--- src/rtl/imem_loader_pkg.sv ---
// Shared types for the instruction-memory loader: FSM state encoding and
// error codes reported on err_code.
package imem_loader_pkg;

    typedef enum logic [2:0] {
        ST_IDLE   = 3'd0,
        ST_LEN_LO = 3'd1,
        ST_LEN_HI = 3'd2,
        ST_DATA   = 3'd3,
        ST_CSUM   = 3'd4,
        ST_DONE   = 3'd5,
        ST_ERR    = 3'd6
    } state_e;

    localparam logic [1:0] ERR_NONE = 2'd0;
    localparam logic [1:0] ERR_LEN  = 2'd1;
    localparam logic [1:0] ERR_CSUM = 2'd2;

    // The loader takes stream bytes only while parsing a load.
    function automatic logic state_accepts(input state_e s);
        return (s == ST_LEN_LO) || (s == ST_LEN_HI) ||
               (s == ST_DATA)   || (s == ST_CSUM);
    endfunction

endpackage

--- src/rtl/imem_loader_if.sv ---
// Byte-stream input and instruction-memory write port of the loader.
// A byte moves on a posedge where in_valid & in_ready; in_ready never looks at in_valid.
interface imem_loader_if #(
    parameter int ADDR_W = 10
);
    logic              in_valid;
    logic [7:0]        in_data;
    logic              in_ready;
    logic              mem_wr_en;
    logic [ADDR_W-1:0] mem_wr_addr;
    logic [7:0]        mem_wr_data;

    modport master (
        output in_valid, in_data,
        input  in_ready, mem_wr_en, mem_wr_addr, mem_wr_data
    );

    modport slave (
        input  in_valid, in_data,
        output in_ready, mem_wr_en, mem_wr_addr, mem_wr_data
    );
endinterface

--- src/rtl/imem_loader.sv ---
// Loads a length-prefixed, XOR-checksummed program image into instruction
// memory from address 0, then releases the Y86-64 core via cpu_run.
module imem_loader
    import imem_loader_pkg::*;
#(
    parameter int MEM_BYTES = 1024,
    parameter int ADDR_W    = 10
) (
    input  logic                clk,
    input  logic                rst,
    input  logic                load_start,
    imem_loader_if.slave        bus,
    output logic                busy,
    output logic                done,
    output logic                error,
    output logic [1:0]          err_code,
    output logic                cpu_run,
    output state_e              dbg_state
);

    localparam int CW = ADDR_W + 1;
    localparam logic [16:0] MEM_BYTES_L = 17'(MEM_BYTES);

    state_e            state_q, state_d;
    logic [15:0]       len_q, len_d;
    logic [CW-1:0]     cnt_q, cnt_d;
    logic [7:0]        csum_q, csum_d;
    logic              wr_en_q, wr_en_d;
    logic [ADDR_W-1:0] wr_addr_q, wr_addr_d;
    logic [7:0]        wr_data_q, wr_data_d;
    logic              busy_q, busy_d;
    logic              done_q, done_d;
    logic              error_q, error_d;
    logic [1:0]        err_code_q, err_code_d;
    logic              cpu_run_q, cpu_run_d;

    logic              in_ready;
    logic              accept;
    logic [15:0]       n_full;
    logic [CW-1:0]     cnt_inc;

    assign in_ready = state_accepts(state_q);
    assign accept   = bus.in_valid & in_ready;
    assign n_full   = {bus.in_data, len_q[7:0]};
    assign cnt_inc  = cnt_q + CW'(1);

    always_comb begin
        state_d    = state_q;
        len_d      = len_q;
        cnt_d      = cnt_q;
        csum_d     = csum_q;
        wr_en_d    = 1'b0;
        wr_addr_d  = wr_addr_q;
        wr_data_d  = wr_data_q;
        busy_d     = busy_q;
        done_d     = done_q;
        error_d    = error_q;
        err_code_d = err_code_q;
        cpu_run_d  = cpu_run_q;

        case (state_q)
            // A new load may begin from rest, after success, or after an abort.
            ST_IDLE, ST_DONE, ST_ERR: begin
                if (load_start) begin
                    state_d    = ST_LEN_LO;
                    busy_d     = 1'b1;
                    done_d     = 1'b0;
                    error_d    = 1'b0;
                    err_code_d = ERR_NONE;
                    cpu_run_d  = 1'b0;
                    len_d      = '0;
                    cnt_d      = '0;
                    csum_d     = '0;
                end
            end
            ST_LEN_LO: begin
                if (accept) begin
                    len_d[7:0] = bus.in_data;
                    state_d    = ST_LEN_HI;
                end
            end
            ST_LEN_HI: begin
                if (accept) begin
                    len_d = n_full;
                    if ({1'b0, n_full} > MEM_BYTES_L) begin
                        state_d    = ST_ERR;
                        busy_d     = 1'b0;
                        error_d    = 1'b1;
                        err_code_d = ERR_LEN;
                    end else if (n_full == 16'd0) begin
                        state_d = ST_CSUM;
                    end else begin
                        state_d = ST_DATA;
                    end
                end
            end
            ST_DATA: begin
                if (accept) begin
                    wr_en_d   = 1'b1;
                    wr_addr_d = cnt_q[ADDR_W-1:0];
                    wr_data_d = bus.in_data;
                    cnt_d     = cnt_inc;
                    csum_d    = csum_q ^ bus.in_data;
                    if (32'(cnt_inc) == 32'(len_q)) begin
                        state_d = ST_CSUM;
                    end
                end
            end
            ST_CSUM: begin
                if (accept) begin
                    busy_d = 1'b0;
                    if (bus.in_data == csum_q) begin
                        state_d   = ST_DONE;
                        done_d    = 1'b1;
                        cpu_run_d = 1'b1;
                    end else begin
                        state_d    = ST_ERR;
                        error_d    = 1'b1;
                        err_code_d = ERR_CSUM;
                    end
                end
            end
            default: begin
                state_d = ST_IDLE;
            end
        endcase
    end

    always_ff @(posedge clk) begin
        if (rst) begin
            state_q    <= ST_IDLE;
            len_q      <= '0;
            cnt_q      <= '0;
            csum_q     <= '0;
            wr_en_q    <= 1'b0;
            wr_addr_q  <= '0;
            wr_data_q  <= '0;
            busy_q     <= 1'b0;
            done_q     <= 1'b0;
            error_q    <= 1'b0;
            err_code_q <= ERR_NONE;
            cpu_run_q  <= 1'b0;
        end else begin
            state_q    <= state_d;
            len_q      <= len_d;
            cnt_q      <= cnt_d;
            csum_q     <= csum_d;
            wr_en_q    <= wr_en_d;
            wr_addr_q  <= wr_addr_d;
            wr_data_q  <= wr_data_d;
            busy_q     <= busy_d;
            done_q     <= done_d;
            error_q    <= error_d;
            err_code_q <= err_code_d;
            cpu_run_q  <= cpu_run_d;
        end
    end

    assign bus.in_ready    = in_ready;
    assign bus.mem_wr_en   = wr_en_q;
    assign bus.mem_wr_addr = wr_addr_q;
    assign bus.mem_wr_data = wr_data_q;
    assign busy            = busy_q;
    assign done            = done_q;
    assign error           = error_q;
    assign err_code        = err_code_q;
    assign cpu_run         = cpu_run_q;
    assign dbg_state       = state_q;

endmodule

--- src/flat_wrapper.sv ---
// flat-port wrapper written by rule: the top's interface ports become plain ports
module imem_loader_flat import imem_loader_pkg::*;
#(
    parameter int MEM_BYTES = 1024,
    parameter int ADDR_W    = 10
)
  (clk, rst, load_start, busy, done, error, err_code, cpu_run, dbg_state, bus_in_valid, bus_in_data, bus_in_ready, bus_mem_wr_en, bus_mem_wr_addr, bus_mem_wr_data);
  imem_loader_if #(.ADDR_W(ADDR_W)) bus_i ();
  input  logic clk;
  input  logic rst;
  input  logic load_start;
  output logic busy;
  output logic done;
  output logic error;
  output logic [1:0] err_code;
  output logic cpu_run;
  output state_e dbg_state;
  input wire logic [$bits(bus_i.in_valid)-1:0] bus_in_valid;
  input wire logic [$bits(bus_i.in_data)-1:0] bus_in_data;
  output wire logic [$bits(bus_i.in_ready)-1:0] bus_in_ready;
  output wire logic [$bits(bus_i.mem_wr_en)-1:0] bus_mem_wr_en;
  output wire logic [$bits(bus_i.mem_wr_addr)-1:0] bus_mem_wr_addr;
  output wire logic [$bits(bus_i.mem_wr_data)-1:0] bus_mem_wr_data;
  assign bus_i.in_valid = bus_in_valid;
  assign bus_i.in_data = bus_in_data;
  assign bus_in_ready = bus_i.in_ready;
  assign bus_mem_wr_en = bus_i.mem_wr_en;
  assign bus_mem_wr_addr = bus_i.mem_wr_addr;
  assign bus_mem_wr_data = bus_i.mem_wr_data;
  imem_loader #(.MEM_BYTES(MEM_BYTES), .ADDR_W(ADDR_W)) u_core (.clk(clk), .rst(rst), .load_start(load_start), .bus(bus_i), .busy(busy), .done(done), .error(error), .err_code(err_code), .cpu_run(cpu_run), .dbg_state(dbg_state));
endmodule
--- config.mk ---
export PLATFORM = sky130hd
export DESIGN_NAME = imem_loader_flat
export DESIGN_NICKNAME = d
export VERILOG_FILES = /design/src/rtl/imem_loader_pkg.sv /design/src/rtl/imem_loader_if.sv /design/src/rtl/imem_loader.sv /design/src/flat_wrapper.sv
export SDC_FILE = /design/constraint.sdc
export NUM_CORES = 1
export LEC_CHECK = 0
export CORE_AREA = 2 2 97 80
export CTS_CLUSTER_DIAMETER = 50
export CTS_CLUSTER_SIZE = 40
export DETAILED_ROUTE_END_ITERATION = 7
export DIE_AREA = 0 0 99 82
export GPL_TIMING_DRIVEN = 0
export PLACE_DENSITY_LB_ADDON = 0.2
export SYNTH_ARGS = -nofsm -noshare
export SYNTH_HDL_FRONTEND = slang
export SYNTH_SLANG_ARGS = --single-unit
--- constraint.sdc ---
create_clock -name clk -period 6.2 [get_ports clk]
set_input_delay 1.24 -clock clk [delete_from_list [all_inputs] [get_ports clk]]
set_output_delay 1.24 -clock clk [all_outputs]
set_load 0.005 [all_outputs]
# After elaboration in Yosys (flattened, before gate mapping)
# Index checks and enable logic that the tools add are counted.
op_classes:
  n_reduce_logical: 20
  n_eq_ne: 17
  addsub: 1
  n_mux: 42
  magnitude_cmp: 1
  bitwise: 4
ops:
  columns: ["operator", "n"]
  rows:
  - ["$mux 16", 2]
  - ["$pmux 8 s2", 2]
  - ["$mux 3", 8]
  - ["$mux 8", 3]
  - ["$pmux 8 s3", 1]
  - ["$mux 11", 2]
  - ["$pmux 11 s2", 1]
  - ["$eq 11x16->1", 1]
  - ["$gt 16x11->1 const B", 1]
  - ["$logic_not 16->1", 1]
  - ["$pmux 3 s5", 1]
  - ["$mux 1", 12]
  - ["$mux 2", 6]
  - ["$reduce_and 6->1", 2]
  - ["$add 11x1->11 const B", 1]
  - ["$ne 2x2->1 const B", 5]
  - ["$eq 3x3->1 const B", 3]
  - ["$eq 8x8->1", 1]
  - ["$ne 2x1->1 const B", 4]
  - ["$reduce_and 4->1", 2]
  - ["$reduce_bool 2->1", 4]
  - ["$xor 8x8->8", 1]
  - ["$eq 3x2->1 const B", 2]
  - ["$pmux 1 s3", 2]
  - ["other kinds (13)", 17]
totals:
  register_bits: 62
  in_bits: 12
  elab_cells: 97
  out_inout_bits: 29

# Depth between registers and ports, before layout
logic_depth:
  word_depth: 7
  ltp_mapped: 8
  ltp_nobuf: 7

# Worst setup path before layout
# OpenSTA, ideal clock, no wires.
synth_path:
  path_kind: "in2reg"
  startpoint: "in bus_in_valid"
  endpoint: "reg u_core.state_q[0], in the netlist u_core.dbg_state[0]"
  t_arrival_ns: 2.769
  setup_time_ns: 0.144
  path_buffers: 1
  cell_stages: 7
  path_slack_ns: 3.287
  required_ns: 6.056
  cell_sequence: "clkbuf_2 mux2i_1 o211ai_1 o211ai_1 or4_1 o41ai_2 a221oi_1"
synth_between:
  elab_chain_len: 3
  word_cells_on_any_way: 6
  classes_between: "eq/ne: 4; bitwise: 1; reduce/logical: 1"
synth_rtl:
  columns: ["element", "line", "text"]
  rows:
  - ["start: declaration", "flat_wrapper.sv:18", "input wire logic [$bits(bus_i.in_valid)-1:0] bus_in_valid;"]
  - ["$and 1x1->1 (*)", "imem_loader.sv:43", "assign accept = bus.in_valid & in_ready;"]
  - ["$ne 2x1->1 (no source line)", null, null]
  - ["$reduce_and 6->1 (no source line) (*)", null, null]
  - ["end signal: assignment", "imem_loader.sv:144", "state_q <= state_d;"]
  - ["end: declaration", "imem_loader.sv:24", "state_e state_q, state_d;"]
# Mark *: on every way between the ends. The rest lies on a longest branch, timed or not.
# A chain may end at the register's enable or synchronous reset.

# Worst setup path in the final report
layout_path:
  startpoint: "in load_start"
  endpoint: "reg u_core.state_q[0], in the netlist u_core.dbg_state[0]"
layout_between:
  elab_chain_len: 2
layout_rtl:
  columns: ["element", "line", "text"]
  rows:
  - ["start: declaration", "flat_wrapper.sv:11", "input logic load_start;"]
  - ["$ne 2x2->1 (no source line)", null, null]
  - ["$reduce_and 6->1 (no source line)", null, null]
# No other way between the ends.

==> results.ini <==
[run_status]
status = completed

[sta]
slew_viol_final = 0
rsz0062_at_grt = false
worstMarginPinSlew_ns = 1.073
finalCritPeriodShare_pct = 54.34
finalHoldViolCount = 0
fmax_mhz = 296.8
hold_ws_ns = 0.4518
slew_headroom_pct = 27.91
fin_crit_ns = 3.369
setup-tns-final_ns = 0
fin_skew_ns = 0.008511
setup_viol_count_final = 0

[critical_path]
worst-setup-path-type = in2reg
startpoint_type = input pin
endpoint_kind = register
arrival_ns = 3.56
required_ns = 6.39
crit_fanout = 8

[clock_tree]
post_cts_resized = 0
cts.path.max_buffers = 2
cts-root-buf = clkbuf_8
clkTransAtPathRegs_ns = 0.07
cts_num_sinks = 62
clk_latency_ns = 0.35
numCtsBuffers = 9
post_cts_buffers = 0
tritoncts = yes
hold_buffers = 0
h-tree-depth = 3

[final_layout]
nNetsFinal = 488
area_growth_pct = 18.64
drive_above_1_share_pct = 7.917
diodes = 0

[synthesis]
yosysTopAreaCell = dfxtp_1
avgSynthCellArea_um2 = 7.530
synth-seq-cells = 62
synth_cells = 434
async_flop_share_pct = 0
synth-edff-count = 0
synth_top_area_share_pct = 37.98
synth.yosys.seq_area_share_pct = 37.98
synth_cell_types = 57
synth_nets = 447
synth_area_mm2 = 0.003268
ys_warn_count = 0
synth_area_leaders = dfxtp_1 38%, a21oi_1 9.2%, nand2_1 8.8%
ys.flop_type = dfxtp_1

[pwr]
power_leakage_nw = 1.310
p_comb_share_pct = 32.2
vdd_drop_max_mv = 0.1434
power_switching_uw = 433.6
intPower_uw = 768.3
p_per_area_mw_per_mm2 = 310.0
total_power_mw = 1.202
seq_power_share_pct = 37.7
power.share.switching_pct = 36.08
pwr-share-clk_pct = 30.0

[detailed_routing]
drt_iter0_markers = 200
firstDrtPassIters = 4
drt-total-wl_um = 9235
post_drt_via_cell_ratio = 5.835
drcViolationCount = 0
postRouteAntennaNets = 0
wire_per_inst_um = 16.20
dr_total_vias = 3326

[floorplanning]
die_y_um = 82
die_w_um = 99
dieArea_mm2 = 0.008118
core-area_mm2 = 0.007182
start_util_pct = 45.51
fp-row-count = 28
pin_count = 41

[grt]
grt_use_total_pct = 23.50
antenna_found_initial = 0
grt_max_degree = 13
globalRouteOverflowTotal = 0
grt_pass1_vias = 2979
grt_pass1_wl_um = 14950

[placement]
portBuffers = 30
dp_hpwl_um = 6470
gp_congestion = 0.9240

[job]
drv_cap = 0

[hold_path]
hold_path.class = reg2reg

flip-flops by register name (all words and copies together) (netlist names):
name and cells:
u_core.len_q 16, u_core.cnt_q 11, u_core.bus.mem_wr_addr 10, u_core.bus.mem_wr_data 8, u_core.csum_q 8, u_core.dbg_state 3, u_core.err_code 2, u_core.bus.mem_wr_en 1
u_core.busy 1, u_core.done 1, u_core.error 1
power by group through the flow:
stage | Combinational (mW) | Clock [mW] | Sequential, mW
2_1_floorplan | 0.260 | 0 | 0.457
3_3_place_gp | 0.380 | 0 | 0.461
3_5_place_dp | 0.380 | 0 | 0.462
4_1_cts | 0.382 | 0.369 | 0.453
5_1_grt | 0.423 | 0.386 | 0.456
6_report | 0.387 | 0.361 | 0.453
cell usage after synthesis, types with 4 or more instances:
library cell,number
a21oi_1,60
buf_2,4
clkbuf_1,26
dfxtp_1,62
inv_1,4
nand2_1,77
nand3_1,28
nand4_1,4
nor2_1,32
nor2b_1,4
nor3_1,12
nor4_1,6
o21ai_0,18
or3_1,5
xnor2_1,7
xor2_1,12
cell families (layout without fill, tap and decap cells):
family                     count (synthesis)  after routing  synth area share, %
AOI/OAI and AO/OA                        111            111                20.41
xor gates and xnor gates                  20             20                5.590
adders and majority gates                  1              1               0.3828
buffers and inverters                     45             91                6.967
DFF                                       62             62                37.98
muxes                                      3              3               0.9571
and+or+nand+nor                          192            192                27.72
layout make-up:
cell class	count	area, µm²
clock buffers	9	123.9
fillers	686	3304
clock inverters	7	72.57
repair buffers	30	300.3
multi-input cells	327	1799
plain buffers	39	205.2
flip-flops and latches	62	1241
well taps	90	112.6
inverters	6	22.52
worst paths after layout:
kind	startpoint	endpoint	cells after the start	slack [ns]
worst max-delay path	load_start	u_core.dbg_state[0]	7	2.83
worst min register to register	u_core.len_q[11]	u_core.len_q[11]	2	0.45
worst min-delay path	u_core.len_q[11]	u_core.len_q[11]	2	0.45
worst max register to register	u_core.dbg_state[0]	u_core.cnt_q[8]	7	3.40
layer usage:
metal | part of all wire [%] | global-route usage, %
met1 | 48 | 32.45
met2 | 43 | 35.14
met3 | 6.7 | 5.532
met4 | 2.6 | 10.27
met5 | 0 | 0
layout by cell type, fill, tap and decap left out, types with 4 or more instances in the layout:
cell,synthesis,layout
o21ai_0,18,18
nor2_1,32,32
nand3_1,28,28
dfxtp_1,62,62
xnor2_1,7,7
clkbuf_8,3,12
a21oi_1,60,60
nor3_1,12,12
nand4_1,4,4
clkbuf_1,26,26
clkdlybuf4s50_1,0,30
nand2_1,77,77
nor2b_1,4,4
buf_2,4,4
xor2_1,12,12
inv_1,4,4
nor4_1,6,6
or3_1,5,5
critical path: stages:
cell	delay, ns
clkdlybuf4s50_1	0.63
mux2i_1	0.16
o211ai_1	0.20
o211ai_1	0.18
or4_1	0.56
o41ai_2	0.44
a221oi_1	0.14
through the flow:
stage	util [%]	worst slack, ns	cells	cell area (µm²)
floorplan	-	3.287	434	3268
global placement	51.25	2.500	554	3681
detailed placement	51.25	2.508	554	3681
CTS	53.99	2.876	570	3877
global route	53.99	2.718	570	3877
finish	53.99	2.831	570	3877
Power figures use the tool's default switching activity.
